File: src/rtl/unary_pkg.sv
// Shared types and helpers for the unary stream decoder.
// Holds the two-state FSM enum and the count-width helper.
// No logic; no latency or backpressure of its own.
package unary_pkg;

    // COLLECT gathers frame bits; DONE holds a finished result until the
    // downstream takes it.
    typedef enum logic [0:0] {
        COLLECT = 1'b0,
        DONE    = 1'b1
    } state_e;

    // Bits needed to hold any value 0..w inclusive.
    function automatic int count_width(input int w);
        return $clog2(w + 1);
    endfunction

endpackage

File: src/rtl/unary_bounds_tracker.sv
// Early-decision bounds on the ones count of the frame being collected.
// Latency: purely combinational from the decoder registers.
// Backpressure: none; outputs simply follow the decoder state.
// Ports: state_i/count_i/ones_i/out_ones_i from the decoder registers;
//        lower_bound_o, upper_bound_o, early_ge_o, early_lt_o.
module unary_bounds_tracker
    import unary_pkg::*;
#(
    parameter int INPUT_WIDTH = 32,
    parameter int COUNT_WIDTH = count_width(INPUT_WIDTH),
    parameter int THRESHOLD   = INPUT_WIDTH / 2
) (
    input  state_e                 state_i,
    input  logic [COUNT_WIDTH-1:0] count_i,
    input  logic [COUNT_WIDTH-1:0] ones_i,
    input  logic [COUNT_WIDTH-1:0] out_ones_i,
    output logic [COUNT_WIDTH-1:0] lower_bound_o,
    output logic [COUNT_WIDTH-1:0] upper_bound_o,
    output logic                   early_ge_o,
    output logic                   early_lt_o
);

    localparam logic [COUNT_WIDTH-1:0] FRAME_LEN = COUNT_WIDTH'(INPUT_WIDTH);
    localparam logic [COUNT_WIDTH-1:0] THR       = COUNT_WIDTH'(THRESHOLD);

    // Once the frame is complete the answer is exact, so both bounds collapse
    // onto the latched result. While collecting, every remaining bit could
    // still be a one, which gives the upper bound.
    always_comb begin
        if (state_i == DONE) begin
            lower_bound_o = out_ones_i;
            upper_bound_o = out_ones_i;
        end else begin
            lower_bound_o = ones_i;
            upper_bound_o = ones_i + (FRAME_LEN - count_i);
        end
    end

    assign early_ge_o = (lower_bound_o >= THR);
    assign early_lt_o = (upper_bound_o <  THR);

endmodule

File: src/rtl/unary_stream_decoder.sv
// Counts ones in fixed-length bit frames; result out 1 cycle after last bit.
// Latency: 1 cycle from the last accepted bit to out_valid.
// Backpressure: result held in DONE; in_ready low until out_ready.
// Ports: clk, reset (async active-low), in_valid/in_bit/in_ready stream in,
//        out_valid/out_ones/out_ready result out, busy (partial frame).
// Optional: define UNARY_DECODE_BOUNDS_EN to add lower_bound, upper_bound,
//        early_ge and early_lt outputs.
module unary_stream_decoder
    import unary_pkg::*;
#(
    parameter int INPUT_WIDTH = 32,
    parameter int COUNT_WIDTH = count_width(INPUT_WIDTH),
    parameter int THRESHOLD   = INPUT_WIDTH / 2
) (
    input  logic                   clk,
    input  logic                   reset,
    input  logic                   in_valid,
    input  logic                   in_bit,
    output logic                   in_ready,
    output logic                   out_valid,
    output logic [COUNT_WIDTH-1:0] out_ones,
    input  logic                   out_ready,
    output logic                   busy
`ifdef UNARY_DECODE_BOUNDS_EN
    ,
    output logic [COUNT_WIDTH-1:0] lower_bound,
    output logic [COUNT_WIDTH-1:0] upper_bound,
    output logic                   early_ge,
    output logic                   early_lt
`endif
);

    if (INPUT_WIDTH < 2 || THRESHOLD < 0 || THRESHOLD > INPUT_WIDTH) begin : g_param_check
        $error("unary_stream_decoder: INPUT_WIDTH must be >= 2 and THRESHOLD in 0..INPUT_WIDTH");
    end

    localparam logic [COUNT_WIDTH-1:0] LAST_IDX = COUNT_WIDTH'(INPUT_WIDTH - 1);

    state_e                 state_q, state_d;
    logic [COUNT_WIDTH-1:0] count_q, count_d;
    logic [COUNT_WIDTH-1:0] ones_q, ones_d;
    logic [COUNT_WIDTH-1:0] out_ones_q, out_ones_d;
    logic                   out_valid_q, out_valid_d;

    logic                   accept;
    logic [COUNT_WIDTH-1:0] bit_ext;

    // In DONE a bit can still be taken on the same cycle the result leaves,
    // so a back-to-back stream never stalls when the sink is ready.
    assign in_ready = (state_q == COLLECT) || out_ready;
    assign accept   = in_valid && in_ready;
    assign bit_ext  = {{(COUNT_WIDTH-1){1'b0}}, in_bit};

    always_comb begin
        state_d     = state_q;
        count_d     = count_q;
        ones_d      = ones_q;
        out_ones_d  = out_ones_q;
        out_valid_d = out_valid_q;
        case (state_q)
            COLLECT: begin
                if (accept) begin
                    if (count_q == LAST_IDX) begin
                        out_ones_d  = ones_q + bit_ext;
                        out_valid_d = 1'b1;
                        state_d     = DONE;
                        count_d     = '0;
                        ones_d      = '0;
                    end else begin
                        count_d = count_q + 1'b1;
                        ones_d  = ones_q + bit_ext;
                    end
                end
            end
            DONE: begin
                if (out_ready) begin
                    state_d     = COLLECT;
                    out_valid_d = 1'b0;
                    // A bit arriving with the handshake opens the next frame.
                    if (in_valid) begin
                        count_d = COUNT_WIDTH'(1);
                        ones_d  = bit_ext;
                    end
                end
            end
            default: state_d = COLLECT;
        endcase
    end

    always_ff @(posedge clk or negedge reset) begin
        if (!reset) begin
            state_q     <= COLLECT;
            count_q     <= '0;
            ones_q      <= '0;
            out_ones_q  <= '0;
            out_valid_q <= 1'b0;
        end else begin
            state_q     <= state_d;
            count_q     <= count_d;
            ones_q      <= ones_d;
            out_ones_q  <= out_ones_d;
            out_valid_q <= out_valid_d;
        end
    end

    assign out_valid = out_valid_q;
    assign out_ones  = out_ones_q;
    assign busy      = (state_q == COLLECT) && (count_q != '0);

`ifdef UNARY_DECODE_BOUNDS_EN
    unary_bounds_tracker #(
        .INPUT_WIDTH (INPUT_WIDTH),
        .COUNT_WIDTH (COUNT_WIDTH),
        .THRESHOLD   (THRESHOLD)
    ) u_bounds (
        .state_i       (state_q),
        .count_i       (count_q),
        .ones_i        (ones_q),
        .out_ones_i    (out_ones_q),
        .lower_bound_o (lower_bound),
        .upper_bound_o (upper_bound),
        .early_ge_o    (early_ge),
        .early_lt_o    (early_lt)
    );
`endif

endmodule
File: config.mk
export PLATFORM = sky130hd
export DESIGN_NAME = unary_stream_decoder
export DESIGN_NICKNAME = d
export VERILOG_FILES = /design/src/rtl/unary_pkg.sv /design/src/rtl/unary_bounds_tracker.sv /design/src/rtl/unary_stream_decoder.sv
export SDC_FILE = /design/constraint.sdc
export NUM_CORES = 1
export LEC_CHECK = 0
export BUFFER_PORTS_ARGS = -buffer_cell sky130_fd_sc_hd__buf_2
export CORE_MARGIN = 2
export CORE_UTILIZATION = 55
export CTS_BUF_LIST = sky130_fd_sc_hd__clkbuf_4
export DETAILED_ROUTE_END_ITERATION = 10
export PLACE_DENSITY_LB_ADDON = 0.25
export SLEW_MARGIN = 15
export SYNTH_ARGS = -nofsm -noshare
export SYNTH_HDL_FRONTEND = slang
export SYNTH_SLANG_ARGS = --single-unit
File: constraint.sdc
create_clock -name clk -period 1.7 [get_ports clk]
set_input_delay 0.34 -clock clk [delete_from_list [all_inputs] [get_ports clk]]
set_output_delay 0.34 -clock clk [all_outputs]
set_load 0.1 [all_outputs]
==> key figures, run 1 <==
Global route
  • First-pass GRT wire length: 3788 um
  • Pin count of the biggest net entering global routing: 21
  • Vias in the first global route: 822
  • Initial antenna violation count: 0
  • GRT overflow: 0
  • Total GRT Usage: 21.62%

Synth
  • Post-synth top area cell: dfrtp_1
  • Synth async-reset ratio: 100.0%
  • Synth top area share: 46.19%
  • Synth area leaders: dfrtp_1, nand2_1, ha_1
  • Yosys warning count: 0
  • Post-Syn Area per Cell: 10.42 um2
  • Ys flop type: dfrtp_1
  • Post-synth EDFFs: 0
  • Syn nets: 113
  • Sequential share of the synthesized area: 46.19%
  • Synth Cell Area: 0.001084 mm2
  • Post-Synthesis Cells: 104
  • Post-synth cell types: 36
  • Register bit total from synthesis: 20

Setup path
  • Cell breakdown of the critical path: inv_1 > ha_1 > a21oi_2 > buf_12
  • Slowest CP cell: dfrtp_1
  • Reg-to-reg startpoint: count_q[0]
  • Crit-path max FO: 2
  • CP endpoint kind: primary output
  • CP Launch Type: register
  • Critical Path AT: 1.31 ns
  • Worst path bufs/invs: 2
  • CP peak stage delay: 0.37 ns
  • Reg2reg end: ones_q[4]
  • R2R setup slack: 0.06 ns
  • Worst r2r path cells: 6
  • Req. time, crit path: 1.36 ns
  • Delay-heaviest family, CP: flip-flops
  • Worst path depth: 4
  • Critical path class: register to primary output

Routing
  • Initial DRT Pass Iterations: 4
  • Drt initial violations: 43
  • Final antenna-violating net count: 0
  • Post-Route WL: 2258 um
  • Vias per std cell: 5.671
  • Overall via count from detail_route: 845
  • Routed wire per std cell: 15.15 um
  • DRC: 0

Clocking
  • Num CTS Buffers: 3
  • Clock slew at reported path FFs: 0.12 ns
  • Clock Sinks: 20
  • TritonCTS clock tree: built
  • CTS H-Tree Depth: 1
  • Root buf cell: clkbuf_4
  • Clock Path Buffers: 2
  • Clk Latency, worst-skew pair: 0.30 ns

Pwr
  • Power per Cell Area: 1284 mW/mm2
  • Leakage: 0.6005 nW
  • Max VDD drop: 0.9492 mV

Final layout
  • P&R area growth vs syn: 19.75%
  • Post-layout util: 68.22%
  • Non-Filler Instances: 149
  • # diodes: 0
  • Post-layout nets: 132
  • Most common cell after layout, fill and taps aside: dfrtp_1
  • Register area: 503.0 um2
  • Share of layout cells above drive strength 1: 31.97%
  • Most frequent cells in the layout: dfrtp_1, nand2_1, buf_2
  • Fillcell total: 139
  • Footprint of the multi-input gates: 558.0 um2
  • Fin area: 0.001297 mm2

Placed design
  • Dpl ws: 0.1596 ns
  • Hpwl dp: 1513 um
  • Gp weighted congestion: 0.8948
  • Placed insts: 140
  • I/O Buffers: 13
  • Area post-placement: 0.001184 mm2

Hold path
  • WHS Endpoint: out_valid
  • Hold depth: 4
  • Hold path start: out_ready
  • Hold crit path type: input pin to register

Timing
  • F_max: 604.8 MHz
  • Final period utilization: 97.27%
  • Rel. slew slack: 67.23%
  • Worst hold slack: 0.3337 ns
  • # setup viols final: 0
  • Crit path time final: 1.654 ns
  • Slew @ Worst Pin: 0.4950 ns
  • Max Clock Skew: 0.004376 ns
  • Fin. Hold Viols: 0
  • Setup ws final: 0.04645 ns
  • Max Slew Vio Count: 0

Floorplan
  • Die H: 48.39 um
  • Ports: 14
  • Row count: 16
  • Core area: 0.001902 mm2
  • Overall die width: 48.39 um
  • Initial Utilization: 56.97%
  • Full die area: 0.002341 mm2

Job
  • Max Cap Violations: 0

Outcome
  • Outcome: complete, no violations
report_power, final:
part	switching (mW)	leakage, nW	internal (mW)
registers	0.101	0.256	0.574
clock network	0.150	0.0279	0.238
logic	0.358	0.317	0.244
total	0.609	0.601	1.06
layout make-up:
cell class | instances | share of cell area [%]
flip-flops and latches | 20 | 38.77
multi-input cells | 76 | 43.01
inverters | 4 | 1.157
repair buffers | 18 | 10.41
clock inverters | 1 | 2.314
well taps | 27 | 2.604
clock buffers | 3 | 1.736
how the worst max path moves through the flow:
stage	from	to	slack, ns
floorplan	count_q[0]	busy	-0.17
global placement	count_q[1]	out_ones[0]	0.22
detailed placement	state_q	count_q[5]	0.16
CTS	count_q[3]	busy	0.001
global route	count_q[2]	busy	-0.004
finish	count_q[0]	busy	0.05
Yosys cell counts (all sizes together), types with 2 or more instances:
| cell type | count |
|---|---|
| buf | 4 |
| a21oi | 4 |
| nand2b | 3 |
| inv | 4 |
| xor2 | 2 |
| xnor2 | 3 |
| nand3 | 7 |
| a211oi | 2 |
| dfrtp | 20 |
| and3 | 3 |
| and2b | 2 |
| a22o | 2 |
| mux2 | 4 |
| a221o | 2 |
| o21ai | 13 |
| ha | 4 |
| nand2 | 15 |
stage by stage:
| stage | setup TNS (ns) | total power [mW] |
|---|---|---|
| after floorplan | -0.1671 | 1.091 |
| after global routing | -0.004444 | 1.760 |
| after global placement | 0 | 1.166 |
| after detailed placement | 0 | 1.177 |
| after CTS | 0 | 1.628 |
| final | 0 | 1.666 |
logic make-up (layout without fill, tap and decap cells):
group	after synthesis	in the layout	share of synthesized area [%]
and+or+nand+nor	36	36	18.13
AOI/OAI and AO/OA	26	26	16.63
DFF	20	20	46.19
buffers and inverters	8	26	4.618
xor gates and xnor gates	5	5	4.042
muxes	5	5	5.774
adders and majority gates	4	4	4.619
timing repair:
action | in CTS | in global routing
buffers inserted | 2 | 2
hold endpoints to repair | 20 | 0
endpoints found under the setup margin | 1 | 2
gates resized for setup | 3 | 2
hold buffers | 1 | 0
worst min-delay path, cell delays in order:
cell,delay (ns)
buf_2,0.10
nand2_1,0.05
nand2_1,0.06
nand2_1,0.05
metal layers:
metal  vias up  part of all wire [%]  GRT usage (%)
met5         -                     0              0
met4         0                  0.58          8.571
met3         2                   5.1          3.395
met2        30                    47          32.64
met1       407                    48          31.48
li1        406                     -              -
sequential cells by signal, summed over array words and instances (netlist names):
register / flops
ones_q: 6
count_q: 6
out_valid: 1
state_q: 1
out_ones: 6
Note: power is estimated with default switching activity, not from simulation.
==> run 2, diff against run 1 <==
--- a/config.mk
+++ b/config.mk
@@ -10,7 +10,7 @@
 export CORE_UTILIZATION = 55
 export CTS_BUF_LIST = sky130_fd_sc_hd__clkbuf_4
 export DETAILED_ROUTE_END_ITERATION = 10
-export PLACE_DENSITY_LB_ADDON = 0.25
+export PLACE_DENSITY = 0.76
 export SLEW_MARGIN = 15
 export SYNTH_ARGS = -nofsm -noshare
 export SYNTH_HDL_FRONTEND = slang
==> run 2 against run 1 <==
  * Highest routed layer unchanged
  * Global-route usage decreased by 1.0 points
  * First-iteration DRC count down 19%
  * Via count down 2.5%
  * Maximum frequency shrank 0.89%
  * Critical endpoint unchanged
  * Critical path depth fell by 1
  * Critical path type unchanged
  * Cell area is 1.5% lower
  * Die area unchanged
  * Clock power down 41%
  * Power is 9.5% lower
  * Wire length shrank 3.8%
==> key figures, run 2 (synthesis gave the netlist of run 1 again) <==
Setup path
  • Worst r2r path cells: 6 (unchanged)
  • Critical path class: register to primary output
  • Cell breakdown of the critical path: nor4_4 > a21oi_2 > buf_12
  • Critical path startpoint: count_q[3]
  • CP Launch Type: register
  • Crit-path max FO: 2 (unchanged)
  • R2R setup slack: 0.13 ns (+0.07 ns)
  • Worst Setup EP: busy
  • Critical Path AT: 1.33 ns (+0.02 ns)
  • CP peak stage delay: 0.44 ns (+0.07 ns)
  • Reg-to-reg startpoint: count_q[0]
  • Req. time, crit path: 1.36 ns (about the same)
  • CP endpoint kind: primary output
  • Slowest CP cell: dfrtp_2
  • Reg2reg end: count_q[0]

Floorplan
  • Die H: 48.39 um (unchanged)
  • Overall die width: 48.39 um (unchanged)
  • Row count: 16 (unchanged)
  • Ports: 14 (unchanged)
  • Full die area: 0.002341 mm2 (unchanged)
  • Initial Utilization: 56.97% (unchanged)
  • Core area: 0.001902 mm2 (unchanged)

Routing
  • Routed wire per std cell: 14.48 um (-4.4%)
  • Initial DRT Pass Iterations: 4 (unchanged)
  • Final antenna-violating net count: 0 (unchanged)
  • Post-Route WL: 2172 um (-3.8%)
  • Drt initial violations: 35 (-19%)
  • DRC: 0 (unchanged)
  • Vias per std cell: 5.493 (-3.1%)
  • Overall via count from detail_route: 824 (-2.5%)

Final layout
  • P&R area growth vs syn: 17.90%
  • Post-layout nets: 133 (+0.76%)
  • Fillcell total: 149 (+7.2%)
  • Share of layout cells above drive strength 1: 31.71% (-0.26 points)
  • Most frequent cells in the layout: dfrtp_1, nand2_1, buf_2
  • Most common cell after layout, fill and taps aside: dfrtp_1
  • # diodes: 0 (unchanged)
  • Post-layout util: 67.17% (-1.1 points)
  • Non-Filler Instances: 150 (+0.67%)

Timing
  • Max Slew Vio Count: 0 (unchanged)
  • Rel. slew slack: 67.84% (+0.61 points)
  • Worst hold slack: 0.3213 ns (-0.01243 ns)
  • F_max: 599.4 MHz (-0.89%)
  • Slew @ Worst Pin: 0.4857 ns (-0.009274 ns)
  • RSZ-0062 raised after global routing: yes
  • Max Clock Skew: 0.004804 ns (+0.0004282 ns)
  • Final period utilization: 98.14% (+0.87 points)
  • Fin. Hold Viols: 0 (unchanged)
  • Crit path time final: 1.668 ns (+0.01484 ns)
  • # setup viols final: 0 (unchanged)
  • Setup ws final: 0.03161 ns (-0.01484 ns)

Clocking
  • Clock Path Buffers: 2 (unchanged)
  • Root buf cell: clkbuf_4
  • Clk Latency, worst-skew pair: 0.30 ns (about the same)
  • Num CTS Buffers: 3 (unchanged)
  • TritonCTS clock tree: built
  • Clock Sinks: 20 (unchanged)
  • CTS H-Tree Depth: 1 (unchanged)
  • Clock slew at reported path FFs: 0.11 ns (about the same)

Pwr
  • Power per Cell Area: 1181 mW/mm2 (-8.0%)
  • Final total power: 1.508 mW (-9.5%)
  • Leakage: 0.5907 nW (-1.6%)
  • Max VDD drop: 0.7371 mV (-22%)

Global route
  • First-pass GRT wire length: 3698 um (-2.4%)
  • Vias in the first global route: 790 (-3.9%)
  • Total GRT Usage: 20.58% (-1.0 points)
  • Pin count of the biggest net entering global routing: 21 (unchanged)
  • Initial antenna violation count: 0 (unchanged)
  • GRT overflow: 0 (unchanged)

Placed design
  • I/O Buffers: 13 (unchanged)
  • Placed insts: 140 (unchanged)
  • Dpl ws: 0.1738 ns (+0.01425 ns)
  • Hpwl dp: 1500 um (-0.83%)
  • Gp weighted congestion: 0.8817 (-1.5%)

Outcome
  • Outcome: complete, no violations

Hold path
  • Hold crit path type: input pin to register

Job
  • Max Cap Violations: 0 (unchanged)
==> run 2: how the worst min path moves through the flow <==
| stage | startpoint | endpoint | cells past startpoint |
|---|---|---|---|
| after floorplan | reset | count_q[0] | 0 |
| after global placement | reset | ones_q[0] | 1 |
| after detailed placement | reset | state_q | 1 |
| after CTS | out_ready | out_valid | 4 |
| after global routing | out_ready | out_valid | 4 |
| final | out_ready | out_valid | 4 |
==> run 2: layer usage <==
layer / global-route usage [%] / vias to the layer above / share of wire, %
li1: - / 403 / -
met2: 31.25 / 32 / 44
met5: 0 / - / 0
met1: 30.37 / 384 / 49
met3: 2.469 / 5 / 5.5
met4: 8.095 / 0 / 1.7
==> run 2: worst max-delay path: cells and delay by family (launching register included) <==
kind | cells | cell delay (ns)
simple gates | 1 | 0.29
buf+inv | 1 | 0.18
flops | 1 | 0.44
compound gates | 1 | 0.11
==> run 2: stage by stage <==
step / setup TNS [ns] / area (um2)
2_1_floorplan: -0.1671 / 1090
3_3_place_gp: 0 / 1184
3_5_place_dp: 0 / 1184
4_1_cts: 0 / 1252
5_1_grt: -0.03302 / 1277
6_report: 0 / 1277
==> run 2: area by class of cell <==
class / instances / area, um2 / share of cell area [%]
Tap cell: 27 / 33.78 / 2.644
Timing Repair Buffer: 19 / 142.6 / 11.17
Sequential cell: 20 / 503.0 / 39.37
Clock buffer: 3 / 22.52 / 1.763
Inverter: 4 / 15.01 / 1.175
Clock inverter: 1 / 3.754 / 0.2938
Multi-Input combinational cell: 76 / 556.8 / 43.58
==> run 2: repair_timing <==
action | CTS | global route
resized for setup | 4 | 1
buffers inserted | 2 | 3
pin swaps | 0 | 2
endpoints found under the setup margin | 1 | 5
gates cloned | 0 | 0
hold buffers | 1 | 0
hold endpoints to repair | 20 | 0
==> run 2: where the power goes <==
group | total, mW | switching (mW) | internal [mW]
Sequential | 0.671 | 0.0962 | 0.574
Clock | 0.229 | 0.143 | 0.0857
Combinational | 0.609 | 0.353 | 0.256
==> run 3, diff against run 2 <==
--- a/config.mk
+++ b/config.mk
@@ -5,12 +5,15 @@
 export SDC_FILE = /design/constraint.sdc
 export NUM_CORES = 1
 export LEC_CHECK = 0
+export ABC_AREA = 1
 export BUFFER_PORTS_ARGS = -buffer_cell sky130_fd_sc_hd__buf_2
+export CORE_ASPECT_RATIO = 1.1
 export CORE_MARGIN = 2
 export CORE_UTILIZATION = 55
 export CTS_BUF_LIST = sky130_fd_sc_hd__clkbuf_4
+export CTS_CLUSTER_DIAMETER = 200
 export DETAILED_ROUTE_END_ITERATION = 10
-export PLACE_DENSITY = 0.76
+export PLACE_DENSITY = 0.77
 export SLEW_MARGIN = 15
 export SYNTH_ARGS = -nofsm -noshare
 export SYNTH_HDL_FRONTEND = slang
==> run 3 against run 2 <==
  * The flow now finishes with violations (setup timing)
  * Clock skew shrank 0.0036 ns
  * Area after synthesis shrank 5.1%
  * Largest cell class is now flip-flops and latches
  * Synthesized cell count grew 21%
  * Register-to-register slack is essentially flat
  * Flip-flop and latch count is the same
  * Clock power grew 2%
  * Final cell count grew 11%
  * Hold slack lost 0.0078 ns
  * Via count grew 5.0%
  * Critical path depth grew 3
  * Maximum frequency shrank 7.4%
  * Count of clock-buffer cells in the layout is the same
==> key figures, run 3 <==
Synth
  • Synth Cell Area: 0.001028 mm2 (-5.1%)
  • Post-synth cell types: 23 (-36%)
  • Post-Synthesis Cells: 126 (+21%)
  • Post-synth top area cell: dfrtp_1
  • Commonest cells post-synth: nand2_1, dfrtp_1, inv_1
  • Synth area leaders: dfrtp_1, nand2_1, ha_1
  • Cell with the most instances after synthesis: nand2_1
  • Synth Area in Adders: 4.866% (+0.25 points)
  • Synth Area in Simple Gates: 30.90% (+13 points)
  • Synth top area share: 48.66% (+2.5 points)
  • Syn nets: 135 (+19%)
  • Ys flop type: dfrtp_1
  • Post-Syn Area per Cell: 8.163 um2 (-22%)
  • Mux share of post-synthesis cell area: 0% (-5.8 points)
  • Largest family of logic cells by synthesized area: simple AND/OR/NAND/NOR gates
  • Sequential share of the synthesized area: 48.66% (+2.5 points)
  • Area fraction in compound gates after synthesis: 7.421% (-9.2 points)
  • Register bit total from synthesis: 20 (unchanged)
  • Post-synth EDFFs: 0 (unchanged)
  • XOR/XNOR Fraction of Synth Area: 2.555% (-1.5 points)
  • Synth async-reset ratio: 100.0% (unchanged)
  • Yosys warning count: 0 (unchanged)

Pwr
  • Max VDD drop: 1.089 mV (+48%)
  • Power per Cell Area: 1667 mW/mm2 (+41%)
  • Leakage: 0.6754 nW (+14%)
  • Final total power: 2.037 mW (+35%)

Floorplan
  • Die H: 49.36 um (+2.0%)
  • Row count: 16 (unchanged)
  • Initial Utilization: 58.38% (+1.4 points)
  • Ports: 14 (unchanged)
  • Full die area: 0.002232 mm2 (-4.6%)
  • Overall die width: 45.23 um (-6.5%)
  • Core area: 0.001762 mm2 (-7.4%)

Hold path
  • Hold depth: 3 (-1)
  • Hold path start: in_bit
  • Hold crit path type: input pin to register
  • WHS Endpoint: ones_q[0]

Setup path
  • CP endpoint kind: primary output
  • Worst path bufs/invs: 3 (+2)
  • Critical Path AT: 1.46 ns (+0.13 ns)
  • Req. time, crit path: 1.36 ns (about the same)
  • Worst r2r path cells: 9 (+3)
  • Reg-to-reg startpoint: count_q[0]
  • Crit-path max FO: 2 (unchanged)
  • Slowest CP cell: dfrtp_1
  • CP peak stage delay: 0.42 ns (-0.02 ns)
  • Reg2reg end: out_ones[3]
  • Cell breakdown of the critical path: inv_2 > ha_4 > nand3_2 > o31ai_2 > inv_1 > buf_12
  • Worst path depth: 6 (+3)
  • R2R setup slack: 0.13 ns (about the same)
  • CP Launch Type: register
  • Critical path class: register to primary output
  • Delay-heaviest family, CP: flip-flops

Routing
  • DR WL met3: 61 um (-49%)
  • DRC: 0 (unchanged)
  • Final antenna-violating net count: 0 (unchanged)
  • Vias per std cell: 5.211 (-5.1%)
  • Initial DRT Pass Iterations: 4 (unchanged)
  • Met2 wire length: 1102 um (+15%)
  • Post-Route M1 WL: 952 um (-10%)
  • Routed wire per std cell: 12.96 um (-11%)
  • Overall via count from detail_route: 865 (+5.0%)
  • Highest metal used: met4
  • Post-Route WL: 2151 um (-0.97%)
  • Drt initial violations: 9 (-74%)

Clocking
  • Clock Sinks: 20 (unchanged)
  • TritonCTS clock tree: built
  • CTS H-Tree Depth: 1 (unchanged)
  • Root buf cell: clkbuf_4
  • Clock Path Buffers: 2 (unchanged)
  • Clk Latency, worst-skew pair: 0.30 ns (about the same)
  • Clock slew at reported path FFs: 0.11 ns (about the same)
  • Num CTS Buffers: 3 (unchanged)

Outcome
  • Failing checks: setup timing
  • Outcome: complete, but fails checks

Placed design
  • Dpl ws: 0.1499 ns (-0.02396 ns)
  • Gp weighted congestion: 0.8231 (-6.6%)
  • Hpwl dp: 1476 um (-1.6%)
  • I/O Buffers: 13 (unchanged)
  • Area post-placement: 0.001131 mm2 (-4.4%)

Global route
  • First-pass GRT wire length: 3629 um (-1.9%)
  • Pin count of the biggest net entering global routing: 21 (unchanged)
  • Total GRT Usage: 22.19% (+1.6 points)
  • GRT overflow: 0 (unchanged)
  • Vias in the first global route: 839 (+6.2%)
  • Initial antenna violation count: 0 (unchanged)

Final layout
  • P&R area growth vs syn: 18.86%
  • # diodes: 0 (unchanged)
  • Share of layout cells above drive strength 1: 24.32% (-7.4 points)
  • Most frequent cells in the layout: nand2_1, dfrtp_1, inv_1, buf_2, o21ai_0
  • Fin area: 0.001222 mm2 (-4.3%)
  • Most common cell after layout, fill and taps aside: nand2_1
  • Fillcell total: 141 (-5.4%)
  • Post-layout nets: 158 (+19%)
  • Post-layout util: 69.39% (+2.2 points)

Timing
  • Setup ws final: -0.1017 ns (-0.1333 ns)
  • Final period utilization: 106.0% (+7.8 points)
  • Max Clock Skew: 0.001189 ns (-0.003615 ns)
  • Slew @ Worst Pin: 0.4889 ns (+0.003229 ns)
  • RSZ-0062 raised after global routing: yes
  • F_max: 555.0 MHz (-7.4%)
  • Fin. Hold Viols: 0 (unchanged)
  • Rel. slew slack: 67.63% (-0.21 points)
  • # setup viols final: 1 (+1)
  • Max Slew Vio Count: 0 (unchanged)
  • Crit path time final: 1.802 ns (+0.1333 ns)
  • Setup TNS Final: -0.1017 ns (-0.1017 ns)

Job
  • Max Cap Violations: 0 (unchanged)
[run 3: cell count changes in the layout (fill, tap and decap cells not counted), moves of 3 or more]
| cell | change |
|---|---|
| inv_2 | +3 |
| inv_1 | +7 |
| nand2_1 | +32 |
| o21ai_1 | -7 |
| nor2_1 | +6 |
| xnor2_1 | -3 |
[run 3: cell families after synthesis]
kind of cell / after synthesis
AND/OR/NAND/NOR: 71
flip-flops: 20
buffers and inverters: 15
AO/OA/AOI/OAI: 13
adder cells (fa/ha/maj): 4
XOR/XNOR: 3
[run 3: tightest hold or removal path: stages]
cell     delay, ns
buf_2         0.09
nand3_1       0.07
nand3_1       0.08
[run 3: cell type report]
type | count | area (um2) | share of cell area [%]
sequential | 20 | 500.5 | 40.94
multi-input combinational | 91 | 493.0 | 40.33
timing repair buffer | 18 | 122.6 | 10.03
inverter | 15 | 57.56 | 4.708
clock buffer | 3 | 22.52 | 1.842
tap | 18 | 22.52 | 1.842
clock inverter | 1 | 3.754 | 0.3071
[run 3: layer usage]
metal	vias up	GRT usage, %
li1	441	-
met4	0	9.804
met3	4	2.593
met1	405	27.78
met5	-	0
met2	15	37.14
[run 3: where the power goes]
group          internal, mW  switching, mW
logic                 0.289          0.738
registers             0.633          0.143
clock network        0.0857          0.148
total                  1.01           1.03
[run 3: what timing repair did]
item / in CTS / in global routing
setup buffers: 3 / 1
pin swaps: 2 / 1
cloned: 0 / 0
hold buffers: 1 / 0
setup endpoints to repair: 1 / 2
gates resized for setup: 5 / 2
hold endpoints to repair: 20 / 0
[run 3: worst max-delay path by stage]
stage / start / endpoint / slack [ns]
6_report: count_q[0] / busy / -0.10
2_1_floorplan: count_q[0] / busy / 0.02
3_5_place_dp: count_q[0] / busy / 0.15
3_3_place_gp: count_q[0] / busy / 0.22
5_1_grt: count_q[0] / busy / -0.14
4_1_cts: count_q[0] / busy / -0.12
[run 3: stage by stage]
stage / hold slack, ns / cells
finish: 0.3135 / 166
floorplan: 0.04441 / 126
global route: 0.3395 / 166
global placement: 0.3093 / 157
CTS: 0.3029 / 165
detailed placement: 0.3165 / 157
